`src/rtl/mips_pkg.sv`:
```
// mips_pkg
// Shared definitions for the 5-stage MIPS pipeline:
//   - DATA_W / REG_ADDR_W : default datapath and register-specifier widths
//   - ALU_OP_*            : 2-bit ALU operation classes driven by decode
//   - ctrl_t              : packed control bundle carried from ID/EX onward
//                           (the EX/MEM and MEM/WB stages keep the subset
//                           of fields they still need)
package mips_pkg;

    localparam int DATA_W     = 32;
    localparam int REG_ADDR_W = 5;

    // ALU operation classes
    localparam logic [1:0] ALU_OP_ADD   = 2'b00;  // lw / sw address add
    localparam logic [1:0] ALU_OP_SUB   = 2'b01;  // beq compare
    localparam logic [1:0] ALU_OP_RTYPE = 2'b10;  // decode the funct field

    typedef struct packed {
        logic       alu_src;
        logic       reg_dst;
        logic       mem_read;
        logic       mem_write;
        logic       mem_to_reg;
        logic       reg_write;
        logic       branch;
        logic [1:0] alu_op;
    } ctrl_t;

endpackage

```
`src/rtl/hazard_detect.sv`:
```
// hazard_detect
// Purely combinational hazard/bypass logic for the ID/EX stage.
//   Inputs : EX-side load info (valid, mem_read, rt), ID-side register
//            specifiers (valid, rs, rt, uses_rt), branch flush, and the
//            WB-stage register-file write port (enable, destination).
//   Outputs: o_stall     - load-use hazard: hold ID and insert a bubble
//            o_bypass_rs - take WB write data instead of rs read data
//            o_bypass_rt - take WB write data instead of rt read data
// Register $0 never causes a stall or a bypass.
module hazard_detect #(
    parameter int REG_ADDR_W = mips_pkg::REG_ADDR_W
) (
    input  logic                  i_ex_valid,
    input  logic                  i_ex_mem_read,
    input  logic [REG_ADDR_W-1:0] i_ex_rt_addr,
    input  logic                  i_id_valid,
    input  logic                  i_id_uses_rt,
    input  logic [REG_ADDR_W-1:0] i_id_rs_addr,
    input  logic [REG_ADDR_W-1:0] i_id_rt_addr,
    input  logic                  i_flush,
    input  logic                  i_wb_reg_write,
    input  logic [REG_ADDR_W-1:0] i_wb_rd_addr,
    output logic                  o_stall,
    output logic                  o_bypass_rs,
    output logic                  o_bypass_rt
);

    logic w_load_in_ex;
    logic w_rs_dep;
    logic w_rt_dep;
    logic w_wb_active;

    // A load in EX whose destination is a real register
    assign w_load_in_ex = i_ex_valid & i_ex_mem_read & (|i_ex_rt_addr);

    assign w_rs_dep = (i_ex_rt_addr == i_id_rs_addr);
    // rt only matters when the ID instruction actually reads it; for
    // I-type ALU ops and loads rt is the destination, not a source.
    assign w_rt_dep = i_id_uses_rt & (i_ex_rt_addr == i_id_rt_addr);

    // A flush kills the ID instruction anyway, so stalling it is pointless.
    assign o_stall = w_load_in_ex & i_id_valid & (w_rs_dep | w_rt_dep) & ~i_flush;

    // Register file write-through: WB writes at the same edge ID/EX
    // captures, so the register-file read in ID is stale for that register.
    assign w_wb_active = i_wb_reg_write & (|i_wb_rd_addr);
    assign o_bypass_rs = w_wb_active & (i_wb_rd_addr == i_id_rs_addr);
    assign o_bypass_rt = w_wb_active & (i_wb_rd_addr == i_id_rt_addr);

endmodule

```
`src/rtl/id_ex_stage.sv`:
```
// id_ex_stage
// ID/EX pipeline register of the 5-stage MIPS core.
//   clk, reset           : clock and asynchronous active-high reset
//   id_*                 : decoded instruction (operands, specifiers, controls)
//   wb_reg_write/rd/data : WB register-file write port, used for write-through
//   flush                : taken branch in EX, kill the instruction in ID
//   stall_id             : combinational load-use stall request to PC / IF/ID
//   ex_*                 : registered copies presented to the execute stage
//   stall_count,
//   flush_count          : saturating performance-debug event counters
// A flush or a stall turns the EX slot into a bubble: valid and all control
// bits cleared, data/address fields left as they were.
module id_ex_stage #(
    parameter int DATA_W     = mips_pkg::DATA_W,
    parameter int REG_ADDR_W = mips_pkg::REG_ADDR_W,
    parameter int CNT_W      = 16
) (
    input  logic                  clk,
    input  logic                  reset,
    // decode stage
    input  logic                  id_valid,
    input  logic [DATA_W-1:0]     id_pc,
    input  logic [DATA_W-1:0]     id_rs_data,
    input  logic [DATA_W-1:0]     id_rt_data,
    input  logic [DATA_W-1:0]     id_sign_ext,
    input  logic [REG_ADDR_W-1:0] id_rs_addr,
    input  logic [REG_ADDR_W-1:0] id_rt_addr,
    input  logic [REG_ADDR_W-1:0] id_rd_addr,
    input  logic [5:0]            id_funct,
    input  logic                  id_uses_rt,
    input  logic                  id_alu_src,
    input  logic                  id_reg_dst,
    input  logic                  id_mem_read,
    input  logic                  id_mem_write,
    input  logic                  id_mem_to_reg,
    input  logic                  id_reg_write,
    input  logic                  id_branch,
    input  logic [1:0]            id_alu_op,
    // write-back port
    input  logic                  wb_reg_write,
    input  logic [REG_ADDR_W-1:0] wb_rd_addr,
    input  logic [DATA_W-1:0]     wb_data,
    // branch flush
    input  logic                  flush,
    // hazard output
    output logic                  stall_id,
    // execute stage
    output logic                  ex_valid,
    output logic [DATA_W-1:0]     ex_pc,
    output logic [DATA_W-1:0]     ex_rs_data,
    output logic [DATA_W-1:0]     ex_rt_data,
    output logic [DATA_W-1:0]     ex_sign_ext,
    output logic [REG_ADDR_W-1:0] ex_rs_addr,
    output logic [REG_ADDR_W-1:0] ex_rt_addr,
    output logic [REG_ADDR_W-1:0] ex_rd_addr,
    output logic [5:0]            ex_funct,
    output logic [1:0]            ex_alu_op,
    output logic                  ex_alu_src,
    output logic                  ex_reg_dst,
    output logic                  ex_mem_read,
    output logic                  ex_mem_write,
    output logic                  ex_mem_to_reg,
    output logic                  ex_reg_write,
    output logic                  ex_branch,
    // performance counters
    output logic [CNT_W-1:0]      stall_count,
    output logic [CNT_W-1:0]      flush_count
);

    import mips_pkg::*;

    // EX register
    logic                  r_valid;
    ctrl_t                 r_ctrl;
    logic [DATA_W-1:0]     r_pc;
    logic [DATA_W-1:0]     r_rs_data;
    logic [DATA_W-1:0]     r_rt_data;
    logic [DATA_W-1:0]     r_sign_ext;
    logic [REG_ADDR_W-1:0] r_rs_addr;
    logic [REG_ADDR_W-1:0] r_rt_addr;
    logic [REG_ADDR_W-1:0] r_rd_addr;
    logic [5:0]            r_funct;
    logic [CNT_W-1:0]      r_stall_count;
    logic [CNT_W-1:0]      r_flush_count;

    logic                  w_stall;
    logic                  w_bypass_rs;
    logic                  w_bypass_rt;
    logic                  w_bubble;
    ctrl_t                 w_id_ctrl;
    logic [DATA_W-1:0]     w_rs_data;
    logic [DATA_W-1:0]     w_rt_data;

    hazard_detect #(
        .REG_ADDR_W (REG_ADDR_W)
    ) u_hazard_detect (
        .i_ex_valid     (r_valid),
        .i_ex_mem_read  (r_ctrl.mem_read),
        .i_ex_rt_addr   (r_rt_addr),
        .i_id_valid     (id_valid),
        .i_id_uses_rt   (id_uses_rt),
        .i_id_rs_addr   (id_rs_addr),
        .i_id_rt_addr   (id_rt_addr),
        .i_flush        (flush),
        .i_wb_reg_write (wb_reg_write),
        .i_wb_rd_addr   (wb_rd_addr),
        .o_stall        (w_stall),
        .o_bypass_rs    (w_bypass_rs),
        .o_bypass_rt    (w_bypass_rt)
    );

    assign w_bubble  = flush | w_stall;
    assign w_rs_data = w_bypass_rs ? wb_data : id_rs_data;
    assign w_rt_data = w_bypass_rt ? wb_data : id_rt_data;

    always_comb begin
        w_id_ctrl            = '0;
        w_id_ctrl.alu_src    = id_alu_src;
        w_id_ctrl.reg_dst    = id_reg_dst;
        w_id_ctrl.mem_read   = id_mem_read;
        w_id_ctrl.mem_write  = id_mem_write;
        w_id_ctrl.mem_to_reg = id_mem_to_reg;
        w_id_ctrl.reg_write  = id_reg_write;
        w_id_ctrl.branch     = id_branch;
        w_id_ctrl.alu_op     = id_alu_op;
    end

    always_ff @(posedge clk or posedge reset) begin
        if (reset) begin
            r_valid       <= 1'b0;
            r_ctrl        <= '0;
            r_pc          <= '0;
            r_rs_data     <= '0;
            r_rt_data     <= '0;
            r_sign_ext    <= '0;
            r_rs_addr     <= '0;
            r_rt_addr     <= '0;
            r_rd_addr     <= '0;
            r_funct       <= '0;
            r_stall_count <= '0;
            r_flush_count <= '0;
        end else begin
            if (w_bubble) begin
                // data/address fields are don't-care in a bubble; holding
                // them avoids needless toggling into the ALU
                r_valid <= 1'b0;
                r_ctrl  <= '0;
            end else begin
                r_valid    <= id_valid;
                r_ctrl     <= w_id_ctrl;
                r_pc       <= id_pc;
                r_rs_data  <= w_rs_data;
                r_rt_data  <= w_rt_data;
                r_sign_ext <= id_sign_ext;
                r_rs_addr  <= id_rs_addr;
                r_rt_addr  <= id_rt_addr;
                r_rd_addr  <= id_rd_addr;
                r_funct    <= id_funct;
            end

            // w_stall is already masked by flush, so a simultaneous
            // flush+hazard counts only as a flush
            if (w_stall && (r_stall_count != '1)) begin
                r_stall_count <= r_stall_count + 1'b1;
            end
            if (flush && (r_flush_count != '1)) begin
                r_flush_count <= r_flush_count + 1'b1;
            end
        end
    end

    assign stall_id      = w_stall;
    assign ex_valid      = r_valid;
    assign ex_pc         = r_pc;
    assign ex_rs_data    = r_rs_data;
    assign ex_rt_data    = r_rt_data;
    assign ex_sign_ext   = r_sign_ext;
    assign ex_rs_addr    = r_rs_addr;
    assign ex_rt_addr    = r_rt_addr;
    assign ex_rd_addr    = r_rd_addr;
    assign ex_funct      = r_funct;
    assign ex_alu_op     = r_ctrl.alu_op;
    assign ex_alu_src    = r_ctrl.alu_src;
    assign ex_reg_dst    = r_ctrl.reg_dst;
    assign ex_mem_read   = r_ctrl.mem_read;
    assign ex_mem_write  = r_ctrl.mem_write;
    assign ex_mem_to_reg = r_ctrl.mem_to_reg;
    assign ex_reg_write  = r_ctrl.reg_write;
    assign ex_branch     = r_ctrl.branch;
    assign stall_count   = r_stall_count;
    assign flush_count   = r_flush_count;

endmodule

```
`config.mk`:
```
export PLATFORM = sky130hd
export DESIGN_NAME = id_ex_stage
export DESIGN_NICKNAME = d
export VERILOG_FILES = /design/src/rtl/mips_pkg.sv /design/src/rtl/hazard_detect.sv /design/src/rtl/id_ex_stage.sv
export SDC_FILE = /design/constraint.sdc
export NUM_CORES = 1
export LEC_CHECK = 0
export CAP_MARGIN = 10
export CORE_AREA = 2 2 154 156
export DETAILED_ROUTE_END_ITERATION = 12
export DIE_AREA = 0 0 156 158
export PLACE_DENSITY = 0.73
export SLEW_MARGIN = 40
export SYNTH_ARGS = -nofsm -noshare
export SYNTH_HDL_FRONTEND = slang
export SYNTH_SLANG_ARGS = --single-unit
```
`constraint.sdc`:
```
create_clock -name clk -period 15.7 [get_ports clk]
set_clock_uncertainty 0.05 [all_clocks]
set_input_delay 4.71 -clock clk [delete_from_list [all_inputs] [get_ports clk]]
set_output_delay 4.71 -clock clk [all_outputs]
set_load 0.02 [all_outputs]
```
==> reports/metrics.csv, run 1 <==
stage;metric;value;unit
sta;fmax;0.0850;GHz
cts;CTS Sinks;191;
grt;largest net degree at the start of global routing;118;
place;HPWL Detailed;18000;µm
hold_path;Hold/Removal Path Class;reg2reg;
cts;Root Buffer;clkbuf_16;
sta;Setup Viol. Count Final;0;
floorplanning;# rows;56;
floorplanning;Die Area;0.0246;mm²
floorplanning;I/O pin cnt;393;
detailed_routing;DRT Wirelength;24400;µm
setup_path;arrival time at the worst endpoint;7.00;ns
finish;nets@finish;1185;
setup_path;max incr delay on CP;0.66;ns
synthesis;Mapped Area;0.00853;mm²
sta;slew margin rel.;0.466;
pwr;VDD IR max;0.0000620;V
sta;RSZ-0062 raised after global routing;false;
sta;Fin. Hold Viols;0;
cts;CTS tree;yes;
setup_path;crit path capture type;primary output;
cts;CTS HTree Levels;4;
place;RePlAce Congestion;0.830;
finish;Area Growth Syn to Fin;55.3;%
pwr;Leakage;5.40;nW
detailed_routing;routed vias/inst;4.86;
sta;actual slew at the worst max-slew pin;0.797;ns
setup_path;Crit Path Category;in2out;
synthesis;EDFF count, synth;0;
setup_path;CP most frequent cell;clkdlybuf4s50_1;
cts;# hold bufs at CTS;0;
cts;CTS resizes;0;
detailed_routing;remaining antenna violation count;0;
sta;Pins Over Slew Limit;0;
sta;Final WS setup;3.94;ns
synthesis;average size of a mapped cell;14.4;µm²
pwr;Pwr Density;99.4;mW/mm²
sta;setup tns final;0;ns
floorplanning;core outline area;0.0231;mm²
synthesis;Synth Flop Type;dfrtp_1;
cts;clock slew at reported path FFs;0.07;ns
synthesis;Seq/Total Area, Yosys;0.561;
synthesis;#FFs+latches synth;191;
floorplanning;Die X;156;µm
synthesis;Mapped Nets;794;
job;Max Cap Viol;0;
cts;worst skew pair latency;0.43;ns
place;# port buffers;392;
setup_path;critical path required time;10.94;ns
synthesis;FFs w/ async S/R, synth;1.00;
setup_path;CP Launch Type;primary input;
finish;layout cells sized above 1;0.220;
setup_path;worst-path cell chain;clkdlybuf4s50_1 -> xnor2_1 -> nand3_1 -> o22a_1 -> nor3_1 -> clkdlybuf4s50_1;
grt;Total Routing Usage GR;0.194;
grt;initial antenna violation count;1;
synthesis;Netlist cell types;44;
cts;Num CTS Buffers;17;
sta;min Tclk post-route;11.76;ns
finish;most frequent cells in the layout;392 x clkdlybuf4s50_1, 191 x dfrtp_1, 166 x mux2_2;
synthesis;yosys warns;0;
detailed_routing;Via Count;6250;
floorplanning;initial core utilization;0.370;
sta;fin crit share;0.749;
finish;most common cell after layout, fill and taps aside;clkdlybuf4s50_1;
cts;Bufs on Longest Clock Path;2;
synthesis;cells after synthesis;591;
grt;vias in the first global route;6457;
detailed_routing;initial drt markers;297;
place;DP Worst Slack;3.95;ns
grt;global-route wire length before repair;36400;µm
cts;Post-CTS Repair Setup Buffers;0;
detailed_routing;DR pass1 iterations;4;
floorplanning;die height;158;µm
outcome;status;finished clean;
detailed_routing;drt wl/cell;19.0;µm
setup_path;CP max-delay cell;clkdlybuf4s50_1;
grt;grt total ovfl;0;
setup_path;CP Max Fanout;16;
detailed_routing;DRC viols;0;
==> kinds of logic (layout without fill, tap and decap cells) <==
logic type | count (synthesis) | count (layout) | synth area share
AOI/OAI and AO/OA | 17 | 17 | 0.0167
xor gates and xnor gates | 46 | 46 | 0.0473
adders and majority gates | 2 | 2 | 0.00293
buffers and inverters | 27 | 430 | 0.0247
DFF | 191 | 191 | 0.561
muxes | 213 | 213 | 0.286
other | 0 | 1 | 0
and+or+nand+nor | 95 | 95 | 0.0621
==> synthesized netlist by cell type (2+ instances only) <==
cell	n	area [µm²]
dfrtp_1	191	4780
mux2_2	166	1870
mux2_1	37	417
xnor2_1	23	201
xor2_1	23	201
nand2_1	19	71.3
nand3_1	12	60.1
buf_2	11	55.1
nand4_1	11	68.8
and2_1	10	62.6
mux2_4	10	150
nor3_1	10	50.1
nor2_1	9	33.8
buf_6	6	67.6
nor4_1	5	31.3
buf_8	4	60.1
a22o_1	3	26.3
clkbuf_1	3	11.3
nor4b_1	3	26.3
or4_1	3	22.5
and3_1	2	12.5
and4_1	2	17.5
ha_1	2	25.0
nand2b_1	2	12.5
nor4_2	2	25.0
o21a_1	2	15.0
o21ai_0	2	10.0
o21bai_1	2	15.0
==> power breakdown <==
group	internal, mW	switching [mW]	total [mW]	leakage [nW]
clock	0.209	0.207	0.416	0.269
sequential	0.541	0.0332	0.575	2.31
combinational	0.181	0.144	0.326	2.83
total	0.932	0.384	1.32	5.40
==> routing by layer <==
layer | vias to the layer above | track usage | routed length [µm]
li1 | 2901 | - | -
met1 | 3075 | 0.236 | 10100
met3 | 22 | 0.0657 | 2020
met5 | - | 0 | 0
met4 | 0 | 0.0476 | 342
met2 | 252 | 0.333 | 11900
==> cell type report <==
| class | instances | area (µm²) |
|---|---|---|
| antenna | 1 | 2.50 |
| clock buffer | 18 | 429 |
| clock inverter | 13 | 119 |
| fill | 1952 | 9810 |
| inverter | 1 | 16.3 |
| multi-input combinational | 373 | 3560 |
| sequential | 191 | 4780 |
| tap | 290 | 363 |
| timing repair buffer | 398 | 3980 |
==> worst max-delay path: cells and delay by family <==
family	cells	cell delay, ns
buffers and inverters	2	1.25
AND/OR/NAND/NOR	2	0.45
AO/OA/AOI/OAI	1	0.42
XOR/XNOR	1	0.16
==> stage by stage <==
stage	instances	area [µm²]	utilization	hold WS [ns]	total power, mW
after floorplan	591	8530	-	0.545	0.732
after global placement	1253	12700	0.550	0.418	0.908
after detailed placement	1253	12700	0.551	0.424	0.914
after CTS	1284	13200	0.574	0.440	1.33
after global routing	1284	13200	0.574	0.448	1.38
final	1285	13200	0.575	0.438	1.32
==> path summary, 6_finish.rpt <==
| check | from | end | slack (ns) | cells past startpoint |
|---|---|---|---|---|
| max in group asynchronous | reset | ex_rt_data[4] | 9.66 | 3 |
| worst max-delay path | id_rs_addr[4] | stall_id | 3.94 | 6 |
| worst min register to register | ex_sign_ext[4] | ex_sign_ext[4] | 0.44 | 1 |
| worst min-delay path | ex_sign_ext[4] | ex_sign_ext[4] | 0.44 | 1 |
| min in group asynchronous | reset | ex_sign_ext[22] | 4.77 | 2 |
| worst max register to register | ex_rt_addr[1] | ex_rt_data[24] | 12.37 | 6 |
Power figures use the tool's default switching activity.
==> inputs of run 2 (changes only) <==
Settings changed: CORE_AREA 2 2 154 156 to 2 2 183 131, DIE_AREA 0 0 156 158 to 0 0 185 133, PLACE_DENSITY 0.73 to 0.77.
Clock period 15.7 ns to 10.4 ns, I/O delays scaled along.
==> reports/metrics.csv, run 2 (synthesized netlist as in run 1, its figures left out) <==
stage;metric;value;unit
setup_path;worst-path cell chain;clkdlybuf4s50_1 -> xnor2_1 -> nand4_1 -> o22a_1 -> nor3_1 -> clkdlybuf4s50_1;
cts;# hold bufs at CTS;0;
finish;Area Growth Syn to Fin;56.3;%
setup_path;Worst R2R Start;ex_rt_addr[3];
floorplanning;core outline area;0.0231;mm²
pwr;Leakage;5.42;nW
setup_path;CP max-delay cell;clkdlybuf4s50_1;
setup_path;crit path capture type;primary output;
sta;RSZ-0062 raised after global routing;false;
setup_path;sum of buffers and inverters on the critical path;2;
grt;global-route wire length before repair;38400;µm
grt;vias in the first global route;6694;
cts;clock slew at reported path FFs;0.07;ns
setup_path;cells on worst reg2reg path;6;
setup_path;max incr delay on CP;0.64;ns
pwr;Seq pwr share;0.426;
pwr;Net Sw Power;0.561;mW
sta;Fin. Hold Viols;0;
cts;CTS HTree Levels;4;
detailed_routing;DRT Wirelength;25300;µm
place;# port buffers;392;
setup_path;CP delay by family, top;buffers and inverters;
detailed_routing;Via Count;6321;
cts;Bufs on Longest Clock Path;2;
setup_path;Crit Path Category;in2out;
floorplanning;# rows;47;
cts;Post-CTS Repair Setup Buffers;0;
place;placed insts;1281;
setup_path;CP Launch Type;primary input;
pwr;VDD IR max;0.000123;V
sta;Final WS setup;1.87;ns
sta;setup tns final;0;ns
floorplanning;initial core utilization;0.370;
detailed_routing;drt wl/cell;19.3;µm
pwr;Internal;1.48;mW
hold_path;Hold Crit Start;ex_sign_ext[12];
detailed_routing;routed vias/inst;4.81;
cts;Root Buffer;clkbuf_16;
sta;Fin Hold WS;0.433;ns
sta;actual slew at the worst max-slew pin;0.809;ns
floorplanning;Die Area;0.0246;mm²
cts;CTS resizes;0;
pwr;clock power share;0.333;
sta;Pins Over Slew Limit;0;
finish;nets@finish;1185;
hold_path;Min-Delay Path Depth;1;
detailed_routing;DRC viols;0;
finish;most frequent cells in the layout;392 x clkdlybuf4s50_1, 191 x dfrtp_1, 166 x mux2_2;
setup_path;CP most frequent cell;clkdlybuf4s50_1;
sta;fmax;0.117;GHz
sta;slew margin rel.;0.461;
finish;Storage cell area;0.00478;mm²
setup_path;arrival time at the worst endpoint;5.36;ns
setup_path;RR Endpoint;ex_funct[4];
finish;most common cell after layout, fill and taps aside;clkdlybuf4s50_1;
floorplanning;die height;133;µm
detailed_routing;DR pass1 iterations;4;
place;DP Worst Slack;1.89;ns
hold_path;Hold/Removal Path Class;reg2reg;
pwr;switching portion of total power;0.275;
finish;fill cell count;1917;
cts;Num CTS Buffers;17;
detailed_routing;initial drt markers;276;
grt;grt total ovfl;0;
finish;Multi-input gate area;0.00356;mm²
sta;min Tclk post-route;8.53;ns
place;RePlAce Congestion;0.853;
setup_path;reg2reg setup slack;6.86;ns
finish;layout cells sized above 1;0.219;
cts;CTS tree;yes;
grt;Total Routing Usage GR;0.208;
setup_path;CP Max Fanout;16;
outcome;status;finished clean;
sta;Setup Viol. Count Final;0;
finish;fin cells;1313;
grt;initial antenna violation count;2;
place;HPWL Detailed;18800;µm
floorplanning;Die X;185;µm
sta;fin crit share;0.820;
pwr;Pwr Density;153;mW/mm²
detailed_routing;remaining antenna violation count;0;
job;Max Cap Viol;0;
pwr;Gate power share;0.241;
cts;CTS Sinks;191;
hold_path;WHS Endpoint;ex_sign_ext[12];
grt;largest net degree at the start of global routing;129;
floorplanning;I/O pin cnt;393;
cts;worst skew pair latency;0.43;ns
setup_path;critical path required time;7.23;ns
-- run 2: per-stage QoR --
stage	cell area, µm²	util	total power [mW]
2_1_floorplan	8530	-	1.10
3_3_place_gp	12700	0.551	1.37
3_5_place_dp	12700	0.552	1.38
4_1_cts	13300	0.578	2.07
5_1_grt	13300	0.578	2.13
6_report	13300	0.578	2.04
-- run 2: worst max path at each step --
stage | from | endpoint | slack (ns) | cells after the start
final | id_rt_addr[4] | stall_id | 1.87 | 6
after global routing | id_rt_addr[0] | stall_id | 1.78 | 6
after CTS | id_rt_addr[4] | stall_id | 1.87 | 6
after detailed placement | id_rt_addr[4] | stall_id | 1.89 | 6
after global placement | id_rt_addr[4] | stall_id | 1.92 | 6
after floorplan | reset | ex_alu_op[0] | 2.03 | 1
-- run 2: area by class of cell --
type / count / area share
Timing Repair Buffer: 398 / 0.298
Clock buffer: 21 / 0.0346
Multi-Input combinational cell: 373 / 0.267
Sequential cell: 191 / 0.359
Antenna cell: 1 / 0.000188
Clock inverter: 10 / 0.0102
Tap cell: 318 / 0.0299
Inverter: 1 / 0.00122
-- run 2: power groups by stage --
stage | clock network, mW | logic [mW] | registers (mW)
floorplan | 0 | 0.135 | 0.970
global placement | 0 | 0.492 | 0.881
detailed placement | 0 | 0.496 | 0.883
CTS | 0.697 | 0.498 | 0.871
global route | 0.727 | 0.525 | 0.881
finish | 0.679 | 0.492 | 0.870
-- run 2: routing by layer --
metal / vias to the layer above / GRT usage / routed length (µm) / part of all wire
li1: 2894 / - / - / -
met2: 253 / 0.345 / 12300 / 0.49
met1: 3145 / 0.248 / 10000 / 0.40
met3: 27 / 0.0853 / 2550 / 0.10
met5: - / 0 / 12 / 0.00047
met4: 2 / 0.0586 / 429 / 0.017
==> inputs of run 3 (changes only) <==
Settings changed: CORE_AREA 2 2 183 131 to 2 2 174 125, DIE_AREA 0 0 185 133 to 0 0 176 127, PLACE_DENSITY 0.77 to 0.8.
Clock period 10.4 ns to 8.4 ns, I/O delays scaled along.
==> reports/metrics.csv, run 3 (synthesized netlist as in run 1, its figures left out) <==
stage;metric;value;unit
finish;fill cell count;1534;
cts;Root Buffer;clkbuf_16;
cts;CTS HTree Levels;4;
hold_path;Hold Crit Start;ex_sign_ext[28];
place;# port buffers;392;
cts;Num CTS Buffers;17;
floorplanning;die height;127;µm
detailed_routing;Via Count;6237;
setup_path;Worst R2R Start;ex_rt_addr[3];
cts;CTS tree;yes;
setup_path;CP Launch Type;primary input;
sta;setup tns final;0;ns
cts;Bufs on Longest Clock Path;2;
pwr;VDD IR max;0.000129;V
setup_path;arrival time at the worst endpoint;4.70;ns
job;Max Cap Viol;0;
detailed_routing;initial drt markers;220;
finish;Area Growth Syn to Fin;55.4;%
floorplanning;initial core utilization;0.415;
pwr;Total Power;2.47;mW
finish;Ant. Diodes;0;
grt;global-route wire length before repair;37600;µm
sta;Setup Viol. Count Final;0;
pwr;Leakage;5.42;nW
cts;CTS Sinks;191;
sta;fmax;0.138;GHz
sta;fin crit share;0.865;
hold_path;WHS Endpoint;ex_sign_ext[28];
pwr;Pwr Density;186;mW/mm²
finish;Multi-input gate area;0.00356;mm²
floorplanning;# rows;44;
grt;Total Routing Usage GR;0.220;
floorplanning;Die Area;0.0224;mm²
sta;Pins Over Slew Limit;0;
floorplanning;Die X;176;µm
finish;nets@finish;1185;
cts;# hold bufs at CTS;0;
finish;most common cell after layout, fill and taps aside;clkdlybuf4s50_1;
cts;CTS resizes;0;
sta;Fin. Hold Viols;0;
sta;slew margin rel.;0.505;
cts;Post-CTS Repair Setup Buffers;0;
hold_path;Min-Delay Path Depth;1;
setup_path;critical path required time;5.83;ns
place;HPWL Detailed;18500;µm
detailed_routing;routed vias/inst;4.91;
setup_path;RR Endpoint;ex_rs_data[7];
detailed_routing;drt wl/cell;19.3;µm
sta;RSZ-0062 raised after global routing;false;
cts;worst skew pair latency;0.42;ns
floorplanning;core outline area;0.0205;mm²
detailed_routing;remaining antenna violation count;0;
detailed_routing;DR pass1 iterations;4;
outcome;status;finished clean;
grt;grt total ovfl;0;
sta;actual slew at the worst max-slew pin;0.738;ns
grt;initial antenna violation count;3;
setup_path;reg2reg setup slack;5.20;ns
finish;most frequent cells in the layout;392 x clkdlybuf4s50_1, 191 x dfrtp_1, 166 x mux2_2;
finish;layout cells sized above 1;0.222;
grt;vias in the first global route;6658;
setup_path;Crit Path Category;in2out;
grt;largest net degree at the start of global routing;130;
floorplanning;I/O pin cnt;393;
setup_path;cells on worst reg2reg path;6;
hold_path;Hold/Removal Path Class;reg2reg;
finish;Storage cell area;0.00478;mm²
place;RePlAce Congestion;0.860;
setup_path;CP Max Fanout;16;
setup_path;crit path capture type;primary output;
sta;min Tclk post-route;7.27;ns
detailed_routing;DRT Wirelength;24500;µm
cts;clock slew at reported path FFs;0.07;ns
detailed_routing;DRC viols;0;
==> run 3: cell count changes in the layout (fill, tap and decap cells not counted), sizes merged <==
cell	delta
diode	-1
clkinv	+2
inv	+6
clkinvlp	-2
clkbuf	-2
bufinv	-3
==> run 3: power by group <==
group          internal (mW)  switching (mW)
Combinational          0.339           0.270
Clock                  0.409           0.373
Sequential              1.01          0.0620
Total                   1.76           0.706
==> run 3: cell type report <==
class | instances | share of cell area
clock inverter | 13 | 0.00925
sequential | 191 | 0.361
clock buffer | 19 | 0.0342
inverter | 1 | 0.00123
timing repair buffer | 398 | 0.300
multi-input combinational | 373 | 0.269
tap | 276 | 0.0261
==> run 3: worst max-delay path by stage <==
stage | from | endpoint | slack [ns] | cells past startpoint
floorplan | reset | ex_alu_op[0] | 0.63 | 1
global placement | id_rt_addr[0] | stall_id | 1.19 | 6
detailed placement | id_rt_addr[2] | stall_id | 1.13 | 6
CTS | id_rt_addr[2] | stall_id | 1.12 | 6
global route | id_rt_addr[0] | stall_id | 0.97 | 6
finish | id_rt_addr[2] | stall_id | 1.13 | 6
==> run 3: per-layer routing <==
metal | global-route usage | routed length (µm) | vias up
met1 | 0.261 | 9820 | 3078
met3 | 0.0801 | 2090 | 25
met2 | 0.381 | 12200 | 232
li1 | - | - | 2896
met4 | 0.0544 | 308 | 6
met5 | 0 | 42 | -
==> run 3: critical path, stage by stage <==
cell and delay [ns]:
clkdlybuf4s50_1 0.55, xnor2_1 0.14, nand4_1 0.16, o22a_1 0.43, nor3_1 0.25, clkdlybuf4s50_1 0.64
==> run 3: stage by stage <==
| step | instance area (µm²) | util | std cells | hold WS (ns) | worst slack, ns |
|---|---|---|---|---|---|
| 2_1_floorplan | 8530 | - | 591 | 0.545 | 0.631 |
| 3_3_place_gp | 12700 | 0.616 | 1239 | 0.416 | 1.19 |
| 3_5_place_dp | 12700 | 0.617 | 1239 | 0.424 | 1.13 |
| 4_1_cts | 13200 | 0.645 | 1271 | 0.441 | 1.12 |
| 5_1_grt | 13300 | 0.645 | 1271 | 0.447 | 0.971 |
| 6_report | 13300 | 0.645 | 1271 | 0.436 | 1.13 |
